File: src/rtl/five12_pkg.sv
`default_nettype none
// ============================================================================
// Module      : five12_pkg
// Description : Shared constants, FSM state encodings and the frame character
//               encoder for the game-state UART reporter.
//               Build macro: TX_PARITY_EN adds the even-parity bit state.
// Revision    : 1.0 - initial release
// ============================================================================
package five12_pkg;

  localparam int CELL_W    = 3;
  localparam int NUM_CELLS = 9;
  localparam int GRID_W    = CELL_W * NUM_CELLS;

  localparam logic [7:0] CHAR_ZERO = 8'h30;  // '0'
  localparam logic [7:0] CHAR_LOSE = 8'h4C;  // 'L'
  localparam logic [7:0] CHAR_PLAY = 8'h50;  // 'P'
  localparam logic [7:0] CHAR_LF   = 8'h0A;  // line feed

  // Per-byte serialiser states
  typedef enum logic [2:0] {
    BYTE_IDLE   = 3'd0,
    BYTE_START  = 3'd1,
    BYTE_DATA   = 3'd2,
    BYTE_STOP   = 3'd3
`ifdef TX_PARITY_EN
    , BYTE_PARITY = 3'd4
`endif
  } byte_state_t;

  // Frame sequencer states
  typedef enum logic [1:0] {
    FRAME_IDLE = 2'd0,
    FRAME_BYTE = 2'd1,
    FRAME_NEXT = 2'd2
  } frame_state_t;

  // Character at position idx of the frame: cells, then status, then LF.
  function automatic logic [7:0] frame_char(input logic [3:0]        idx,
                                            input logic [GRID_W-1:0] g,
                                            input logic              l);
    logic [7:0] c;
    c = CHAR_LF;
    for (int i = 0; i < NUM_CELLS; i++) begin
      if (idx == 4'(i)) begin
        c = CHAR_ZERO + {5'd0, g[i*CELL_W +: CELL_W]};
      end
    end
    if (idx == 4'(NUM_CELLS)) begin
      c = l ? CHAR_LOSE : CHAR_PLAY;
    end
    return c;
  endfunction

endpackage
`default_nettype wire

File: src/rtl/grid_uart_tx_byte.sv
`default_nettype none
// ============================================================================
// Module      : uart_byte_tx
// Description : Single-byte UART serialiser, LSB first, idle high. A start
//               pulse while idle loads the byte and drives the start bit on
//               the very next cycle. o_done marks the last stop-bit cycle.
//               Build macro: TX_PARITY_EN inserts an even-parity bit.
// Revision    : 1.0 - initial release
// ============================================================================
module uart_byte_tx
  import five12_pkg::*;
#(
  parameter int CLKS_PER_BIT = 868
) (
  input  logic       clk,
  input  logic       rst,
  input  logic       i_start,
  input  logic [7:0] i_data,
  output logic       o_tx,
  output logic       o_done
);

  localparam int                  c_BAUD_W    = $clog2(CLKS_PER_BIT);
  localparam logic [c_BAUD_W-1:0] c_BAUD_LAST = c_BAUD_W'(CLKS_PER_BIT - 1);

  byte_state_t         r_state;
  byte_state_t         w_state_nxt;
  logic [c_BAUD_W-1:0] r_baud;
  logic [2:0]          r_bit;
  logic [7:0]          r_shift;
  logic                r_tx;
  logic                w_tx_nxt;
  logic                w_done;
  logic                w_bit_end;
`ifdef TX_PARITY_EN
  logic                r_parity;
`endif

  assign w_bit_end = (r_baud == c_BAUD_LAST);

  // State register
  always_ff @(posedge clk) begin
    if (rst) begin
      r_state <= BYTE_IDLE;
    end else begin
      r_state <= w_state_nxt;
    end
  end

  // Next state and next line level; the line value is registered below
  always_comb begin
    w_state_nxt = r_state;
    w_tx_nxt    = r_tx;
    w_done      = 1'b0;
    case (r_state)
      BYTE_IDLE: begin
        w_tx_nxt = 1'b1;
        if (i_start) begin
          w_state_nxt = BYTE_START;
          w_tx_nxt    = 1'b0;
        end
      end
      BYTE_START: begin
        if (w_bit_end) begin
          w_state_nxt = BYTE_DATA;
          w_tx_nxt    = r_shift[0];
        end
      end
      BYTE_DATA: begin
        if (w_bit_end) begin
          if (r_bit == 3'd7) begin
`ifdef TX_PARITY_EN
            w_state_nxt = BYTE_PARITY;
            w_tx_nxt    = r_parity;
`else
            w_state_nxt = BYTE_STOP;
            w_tx_nxt    = 1'b1;
`endif
          end else begin
            // r_shift[0] is the bit on the line now; the next one sits above it
            w_tx_nxt = r_shift[1];
          end
        end
      end
`ifdef TX_PARITY_EN
      BYTE_PARITY: begin
        if (w_bit_end) begin
          w_state_nxt = BYTE_STOP;
          w_tx_nxt    = 1'b1;
        end
      end
`endif
      BYTE_STOP: begin
        if (w_bit_end) begin
          w_state_nxt = BYTE_IDLE;
          w_done      = 1'b1;
        end
      end
      default: begin
        w_state_nxt = BYTE_IDLE;
        w_tx_nxt    = 1'b1;
      end
    endcase
  end

  // Baud counter, bit counter, shift register and the registered line
  always_ff @(posedge clk) begin
    if (rst) begin
      r_tx     <= 1'b1;
      r_baud   <= '0;
      r_bit    <= '0;
      r_shift  <= '0;
`ifdef TX_PARITY_EN
      r_parity <= 1'b0;
`endif
    end else begin
      r_tx <= w_tx_nxt;
      if (r_state == BYTE_IDLE) begin
        r_baud <= '0;
        r_bit  <= '0;
        if (i_start) begin
          r_shift  <= i_data;
`ifdef TX_PARITY_EN
          r_parity <= ^i_data;
`endif
        end
      end else begin
        r_baud <= w_bit_end ? '0 : r_baud + 1'b1;
        if ((r_state == BYTE_DATA) && w_bit_end) begin
          r_bit   <= r_bit + 3'd1;
          r_shift <= {1'b0, r_shift[7:1]};
        end
      end
    end
  end

  assign o_tx   = r_tx;
  assign o_done = w_done;

endmodule
`default_nettype wire

File: src/rtl/grid_uart_tx.sv
`default_nettype none
// ============================================================================
// Module      : grid_uart_tx
// Description : Reports the game grid and lose flag to a host as an 11-byte
//               ASCII frame (9 cell digits, 'P'/'L', LF). Keeps a snapshot of
//               the last reported state and re-sends on change or request.
//               Build macro: TX_PARITY_EN (even parity per byte).
// Revision    : 1.0 - initial release
// ============================================================================
module grid_uart_tx
  import five12_pkg::*;
#(
  parameter int CLKS_PER_BIT = 868,
  parameter int NUM_CELLS    = 9
) (
  input  logic        clk,
  input  logic        rst,
  input  logic [26:0] grid,
  input  logic        lose,
  input  logic        send,
  output logic        tx,
  output logic        busy,
  output logic        frame_done
);

  localparam logic [3:0] c_LAST_IDX = 4'(NUM_CELLS + 1);

  frame_state_t r_state;
  frame_state_t w_state_nxt;
  logic [3:0]   r_idx;
  logic [26:0]  r_snap_grid;
  logic         r_snap_lose;
  logic         r_pending;

  logic         w_launch;
  logic         w_last;
  logic         w_changed;
  logic         w_byte_start;
  logic         w_byte_done;
  logic [3:0]   w_next_idx;
  logic [26:0]  w_src_grid;
  logic         w_src_lose;
  logic [7:0]   w_byte_data;
  logic         w_frame_done;

  assign w_launch   = (r_state == FRAME_IDLE) && r_pending;
  assign w_last     = (r_idx == c_LAST_IDX);
  assign w_changed  = (grid != r_snap_grid) || (lose != r_snap_lose);

  // The first byte is launched on the same edge that captures the snapshot,
  // so it is encoded from the live inputs; later bytes use the snapshot.
  assign w_next_idx   = (r_state == FRAME_IDLE) ? 4'd0 : r_idx + 4'd1;
  assign w_src_grid   = w_launch ? grid : r_snap_grid;
  assign w_src_lose   = w_launch ? lose : r_snap_lose;
  assign w_byte_data  = frame_char(w_next_idx, w_src_grid, w_src_lose);
  assign w_byte_start = w_launch || ((r_state == FRAME_NEXT) && !w_last);

  // Frame state register
  always_ff @(posedge clk) begin
    if (rst) begin
      r_state <= FRAME_IDLE;
    end else begin
      r_state <= w_state_nxt;
    end
  end

  // Frame sequencing: one byte at a time, a one-cycle gap between bytes
  always_comb begin
    w_state_nxt  = r_state;
    w_frame_done = 1'b0;
    case (r_state)
      FRAME_IDLE: begin
        if (r_pending) begin
          w_state_nxt = FRAME_BYTE;
        end
      end
      FRAME_BYTE: begin
        if (w_byte_done) begin
          w_state_nxt = FRAME_NEXT;
        end
      end
      FRAME_NEXT: begin
        if (w_last) begin
          w_frame_done = 1'b1;
          w_state_nxt  = FRAME_IDLE;
        end else begin
          w_state_nxt  = FRAME_BYTE;
        end
      end
      default: begin
        w_state_nxt = FRAME_IDLE;
      end
    endcase
  end

  // Snapshot, byte index and pending request; pending starts set so the
  // host sees a frame right after reset
  always_ff @(posedge clk) begin
    if (rst) begin
      r_idx       <= '0;
      r_snap_grid <= '0;
      r_snap_lose <= 1'b0;
      r_pending   <= 1'b1;
    end else if (w_launch) begin
      r_snap_grid <= grid;
      r_snap_lose <= lose;
      r_idx       <= 4'd0;
      r_pending   <= send;
    end else begin
      if (send || ((r_state == FRAME_IDLE) && w_changed)) begin
        r_pending <= 1'b1;
      end
      if ((r_state == FRAME_NEXT) && !w_last) begin
        r_idx <= r_idx + 4'd1;
      end
    end
  end

  uart_byte_tx #(
    .CLKS_PER_BIT (CLKS_PER_BIT)
  ) u_byte_tx (
    .clk     (clk),
    .rst     (rst),
    .i_start (w_byte_start),
    .i_data  (w_byte_data),
    .o_tx    (tx),
    .o_done  (w_byte_done)
  );

  assign busy       = (r_state != FRAME_IDLE);
  assign frame_done = w_frame_done;

endmodule
`default_nettype wire

File: config.mk
export PLATFORM = sky130hd
export DESIGN_NAME = grid_uart_tx
export DESIGN_NICKNAME = d
export VERILOG_FILES = /design/src/rtl/five12_pkg.sv /design/src/rtl/grid_uart_tx_byte.sv /design/src/rtl/grid_uart_tx.sv
export SDC_FILE = /design/constraint.sdc
export NUM_CORES = 1
export LEC_CHECK = 0
export CORE_AREA = 2 2 94 96
export DETAILED_ROUTE_END_ITERATION = 16
export DIE_AREA = 0 0 96 98
export MAX_ROUTING_LAYER = met4
export PLACE_DENSITY = 0.6
export SYNTH_ARGS = -nofsm -noshare
export SYNTH_HDL_FRONTEND = slang
export SYNTH_HIERARCHICAL = 1
export SYNTH_SLANG_ARGS = --single-unit
File: constraint.sdc
create_clock -name clk -period 6.39 [get_ports clk]
set_input_delay 1.278 -clock clk [delete_from_list [all_inputs] [get_ports clk]]
set_output_delay 1.278 -clock clk [all_outputs]
set_load 0.03 [all_outputs]
After elaboration in Yosys (flattened, before gate mapping)
Cells that the tools add are included.
- register bits: 60
- bits in latches: 0
- bits in writable memories: 0
- memory bits (read-only): 0
- input bits: 31
- output and inout port bits: 3
- word-level logic and storage cells: 108
- memories kept: 0
- add/sub/neg operators: 12
- multiply operators: 0
- divide/modulo/power cells: 0
- $lt $le $gt $ge: 0
- equal/unequal tests: 26
- shifts and indexed selects: 0
- muxes and demuxes: 38
- bitwise operators: 1
- reduce and logical (&&, ||, !) cells: 21
- operators by type and width (operator ; number):
    $mux W8 ; 12
    $add A6 B3 Y7 const A ; 9
    $mux W27 ; 1
    $ne A27 B27 Y1 ; 1
    $eq A4 B3 Y1 const B ; 4
    $mux W3 ; 5
    $eq A4 B4 Y1 const B ; 3
    $mux W1 ; 12
    $ne A2 B1 Y1 const B ; 6
    $pmux W3 S4 ; 1
    $add A10 B1 Y10 const B ; 1
    $eq A10 B10 Y1 const B ; 1
    $eq A4 B2 Y1 const B ; 2
    $mux W7 ; 1
    $eq A3 B2 Y1 const B ; 2
    $pmux W2 S3 ; 1
    $reduce_bool A2 Y1 ; 3
    $mux W5 ; 1
    $reduce_and A5 Y1 ; 1
    $add A4 B1 Y4 const B ; 1
    $eq A4 B1 Y1 const B ; 1
    $logic_and A1 B1 Y1 ; 4
    $logic_not A4 Y1 ; 1
    $mux W2 ; 2
    18 further kinds ; 22

Logic depth before layout (Yosys ltp)
- word-level depth: 16
- gate-level depth with buffers: 12
- gate-level depth less buffers: 10

By module
The synthesis kept the hierarchy.
- modules (own cells, without submodules) (module ; instances ; cells an instance ; area each (um^2)):
    grid_uart_tx ; 1 ; 267 ; 2090.8
    uart_byte_tx ; 1 ; 135 ; 1211.2

Least setup slack after synthesis
OpenSTA, ideal clock, no wires.
- kind: reg2out
- from: register r_idx[0]
- to: output port frame_done
- arrival: 1.436 ns
- data required time: 5.112 ns
- slack: 3.676 ns
- stages on the path, launching flop included: 6
- path buffers: 1
- cell sequence: dfxtp_1 -> buf_2 -> inv_1 -> ha_1 -> nand2_1 -> nor3_1
- longest elaborated chain between the ends: 3
- RTL lines (element ; line ; text):
    from (decl) ; grid_uart_tx.sv:30 ; logic [3:0] r_idx;
    from (signal assigned) ; grid_uart_tx.sv:114 ; r_idx <= r_idx + 4'd1;
    $eq A4 B4 Y1 ; grid_uart_tx.sv:47 ; assign w_last = (r_idx == c_LAST_IDX);
    $mux W1 ; grid_uart_tx.sv:83 ; if (w_last) begin
    $mux W1 ; grid_uart_tx.sv:71 ; case (r_state)
    to (decl) ; grid_uart_tx.sv:23 ; output logic frame_done
Every way passes these cells.

Worst setup path in the final report
Same ends and word-level chain as after synthesis.

==> results.py <==
metrics = {
    "outcome": {
        "status": "finished clean",
    },
    "drt": {
        "vias_per_cell": 5.24,
        "wl_met3_um": 287,
        "routed.top_layer": "met4",
        "wl_um": 7650,
        "drt-pass1-iter-count": 4,
        "vias": 2831,
        "post-route-drc-count": 0,
        "postRouteAntennaNets": 0,
        "wire_per_inst_um": 14.2,
        "dr_wl_met2_um": 3650,
        "drt_iter0_markers": 89,
        "wl_met1_um": 3640,
    },
    "timing": {
        "fmax_ghz": 0.275,
        "relSlewSlack": 0.532,
        "worst_pin_slew_ns": 0.701,
        "worst_slack_ns": 2.75,
        "rsz0062_at_grt": "no",
        "setup-tns-final_ns": 0,
        "finalSetupViolations": 0,
        "fin_skew_ns": 0.00570,
        "period_needed_ns": 3.64,
        "finalMaxSlewViolations": 0,
        "final_hold_viol_count": 0,
        "fin_crit_sh": 0.569,
    },
    "power_and_ir_drop": {
        "switching_share": 0.320,
        "p_seq_frac": 0.431,
        "pwr-share-comb": 0.270,
        "clkPwrFrac": 0.299,
        "p_int_mw": 0.691,
        "ir_worst_vdd_mv": 0.286,
        "p_leak_nw": 1.49,
        "p_switching_mw": 0.325,
        "power.density_nw_per_um2": 263,
    },
    "setup_path": {
        "end_kind": "primary output",
        "cp-start-kind": "register",
        "cp.required_ns": 5.11,
        "critPathKind": "register to primary output",
        "reg2reg_depth": 10,
        "critical_path_peak_fanout": 20,
        "crit_arrival_ns": 2.36,
    },
    "grt": {
        "grt_pass1_wl_um": 12800,
        "grt-ovfl-total": 0,
        "antenna_found_initial": 0,
        "grt_usage": 0.180,
        "grt_start_max_net_pins": 46,
        "grt_pass1_vias": 2766,
    },
    "synthesis": {
        "synth_seq_cells": 59,
        "ys.flop_type": "dfxtp_1",
        "synth_edf_count": 0,
        "netlist_area_um2": 3300,
        "syn_avg_cell_area_um2": 8.21,
        "synth.distinct_cells": 50,
        "yosysWarnings": 6,
        "syn_nets": 443,
        "yosysSeqAreaShare": 0.358,
        "syn_inst": 402,
        "async_reset_ff_frac": 0,
    },
    "clock_tree": {
        "insertion_delay_ns": 0.34,
        "ctsResizeCount": 0,
        "clkSinkCount": 59,
        "post_cts_buffers": 0,
        "clock_path_buffers": 2,
        "cts_root_buffer": "clkbuf_8",
        "cts-buffers-inserted": 9,
        "path_clk_slew_ns": 0.06,
        "cts_max_level": 3,
        "holdBufCountCts": 0,
        "cts_tree": "built",
    },
    "layout": {
        "areaGrowthSynthToFinish_pct": 17.0,
        "nNetsFinal": 468,
        "layout-drive-gt1-share": 0.0556,
        "diodes": 0,
    },
    "die": {
        "die_h_um": 98,
        "io_pins": 34,
        "start_util": 0.390,
        "die_w_um": 96,
        "fp-row-count": 34,
        "core_um2": 8470,
        "dieArea_um2": 9410,
    },
    "place": {
        "port_buffers": 33,
        "hpwl_um": 5450,
        "place_ws_ns": 3.12,
        "gp_congestion": 0.866,
    },
    "hold_path": {
        "min_delay_path_depth": 2,
        "hold_class": "register to register",
    },
    "flow_run": {
        "drv_cap": 0,
    },
}
[cell usage after synthesis, drive strengths merged, types with 3 or more instances]
library cell,number,area share
a211oi,4,0.0091
a21o,8,0.018
a21oi,35,0.053
a31oi,4,0.0076
and3,3,0.0057
buf,9,0.016
clkbuf,13,0.015
dfxtp,59,0.36
ha,10,0.038
inv,11,0.013
mux2i,19,0.061
nand2,58,0.066
nand3,22,0.035
nand4,10,0.019
nor2,32,0.036
nor2b,4,0.0076
nor3,11,0.017
nor3b,3,0.0099
nor4,5,0.0095
o21a,3,0.0068
o21ai,6,0.0091
xnor2,19,0.050
xor2,25,0.066
[cell usage in the layout, fill, tap and decap left out, types with 3 or more instances in the layout]
cell type	Yosys	layout
nor3_1	11	11
o21ai_0	6	6
nor2_1	32	32
nor4_1	5	5
a211oi_1	4	4
xor2_1	25	25
inv_1	11	11
nand2_1	58	58
mux2i_1	18	18
buf_4	0	3
clkbuf_8	0	11
a31oi_1	4	4
a21o_1	8	8
dfxtp_1	59	59
nor2b_1	4	4
clkbuf_1	13	3
o21a_1	3	3
xnor2_1	19	19
and3_1	3	3
nand4_1	10	10
nand3_1	21	21
a21oi_1	35	35
ha_1	10	10
clkdlybuf4s50_1	0	33
[through the flow]
| step | utilization | cells | hold WS, ns | cell area, um^2 | total power [mW] |
|---|---|---|---|---|---|
| 2_1_floorplan | - | 402 | 0.442 | 3300 | 0.644 |
| 3_3_place_gp | 0.436 | 524 | 0.453 | 3690 | 0.717 |
| 3_5_place_dp | 0.436 | 524 | 0.456 | 3690 | 0.722 |
| 4_1_cts | 0.456 | 540 | 0.464 | 3860 | 1.03 |
| 5_1_grt | 0.456 | 540 | 0.487 | 3860 | 1.09 |
| 6_report | 0.456 | 540 | 0.464 | 3860 | 1.02 |
[state kept, by name (all words and copies together), names as in the netlist, 2 cells and up]
register	cells
r_snap_grid	27
r_state	2
u_byte_tx/r_state	2
r_idx	4
u_byte_tx/r_baud	10
u_byte_tx/r_shift	8
u_byte_tx/r_bit	3
[worst max-delay path, stage by stage, from the launching register on]
cell,delay (ns)
dfxtp_1,0.77
inv_1,0.22
ha_1,0.26
nand2_1,0.09
nor3_1,0.06
clkdlybuf4s50_1,0.62
[kinds of logic (layout without fill, tap and decap cells)]
| family | after synthesis | after routing | synth area share |
|---|---|---|---|
| mux | 21 | 21 | 0.0682 |
| buf+inv | 33 | 63 | 0.0428 |
| fa+ha+maj | 10 | 10 | 0.0379 |
| flops | 59 | 59 | 0.358 |
| other cells | 1 | 1 | 0.00114 |
| simple gates | 157 | 157 | 0.228 |
| xor+xnor | 44 | 44 | 0.117 |
| compound gates | 77 | 77 | 0.148 |
[routing by layer]
| layer | GRT usage | vias to the layer above |
|---|---|---|
| met5 | - | - |
| met4 | 0.0440 | 0 |
| met3 | 0.0532 | 7 |
| met2 | 0.300 | 41 |
| met1 | 0.210 | 1329 |
| li1 | - | 1454 |
[power groups by stage]
| stage | sequential [mW] | combinational, mW | clock [mW] |
|---|---|---|---|
| floorplan | 0.445 | 0.199 | 0 |
| global placement | 0.445 | 0.272 | 0 |
| detailed placement | 0.445 | 0.276 | 0 |
| CTS | 0.438 | 0.278 | 0.315 |
| global route | 0.443 | 0.307 | 0.335 |
| finish | 0.438 | 0.275 | 0.303 |
[worst paths after layout]
check / start / to / slack [ns]
setup / recovery: r_idx[0] / frame_done / 2.75
hold / removal: u_byte_tx/r_shift[7] / u_byte_tx/r_shift[7] / 0.46
setup reg to reg: r_idx[0] / u_byte_tx/r_shift[2] / 3.38
hold reg to reg: u_byte_tx/r_shift[7] / u_byte_tx/r_shift[7] / 0.46
[final cells by class]
cell class	count	area, um^2
multi-input cells	310	1980
fillers	862	4600
repair buffers	36	353
flip-flops and latches	59	1180
clock buffers	14	163
inverters	11	41.3
well taps	108	135
clock inverters	2	10.0
Note: power is estimated with default switching activity, not from simulation.
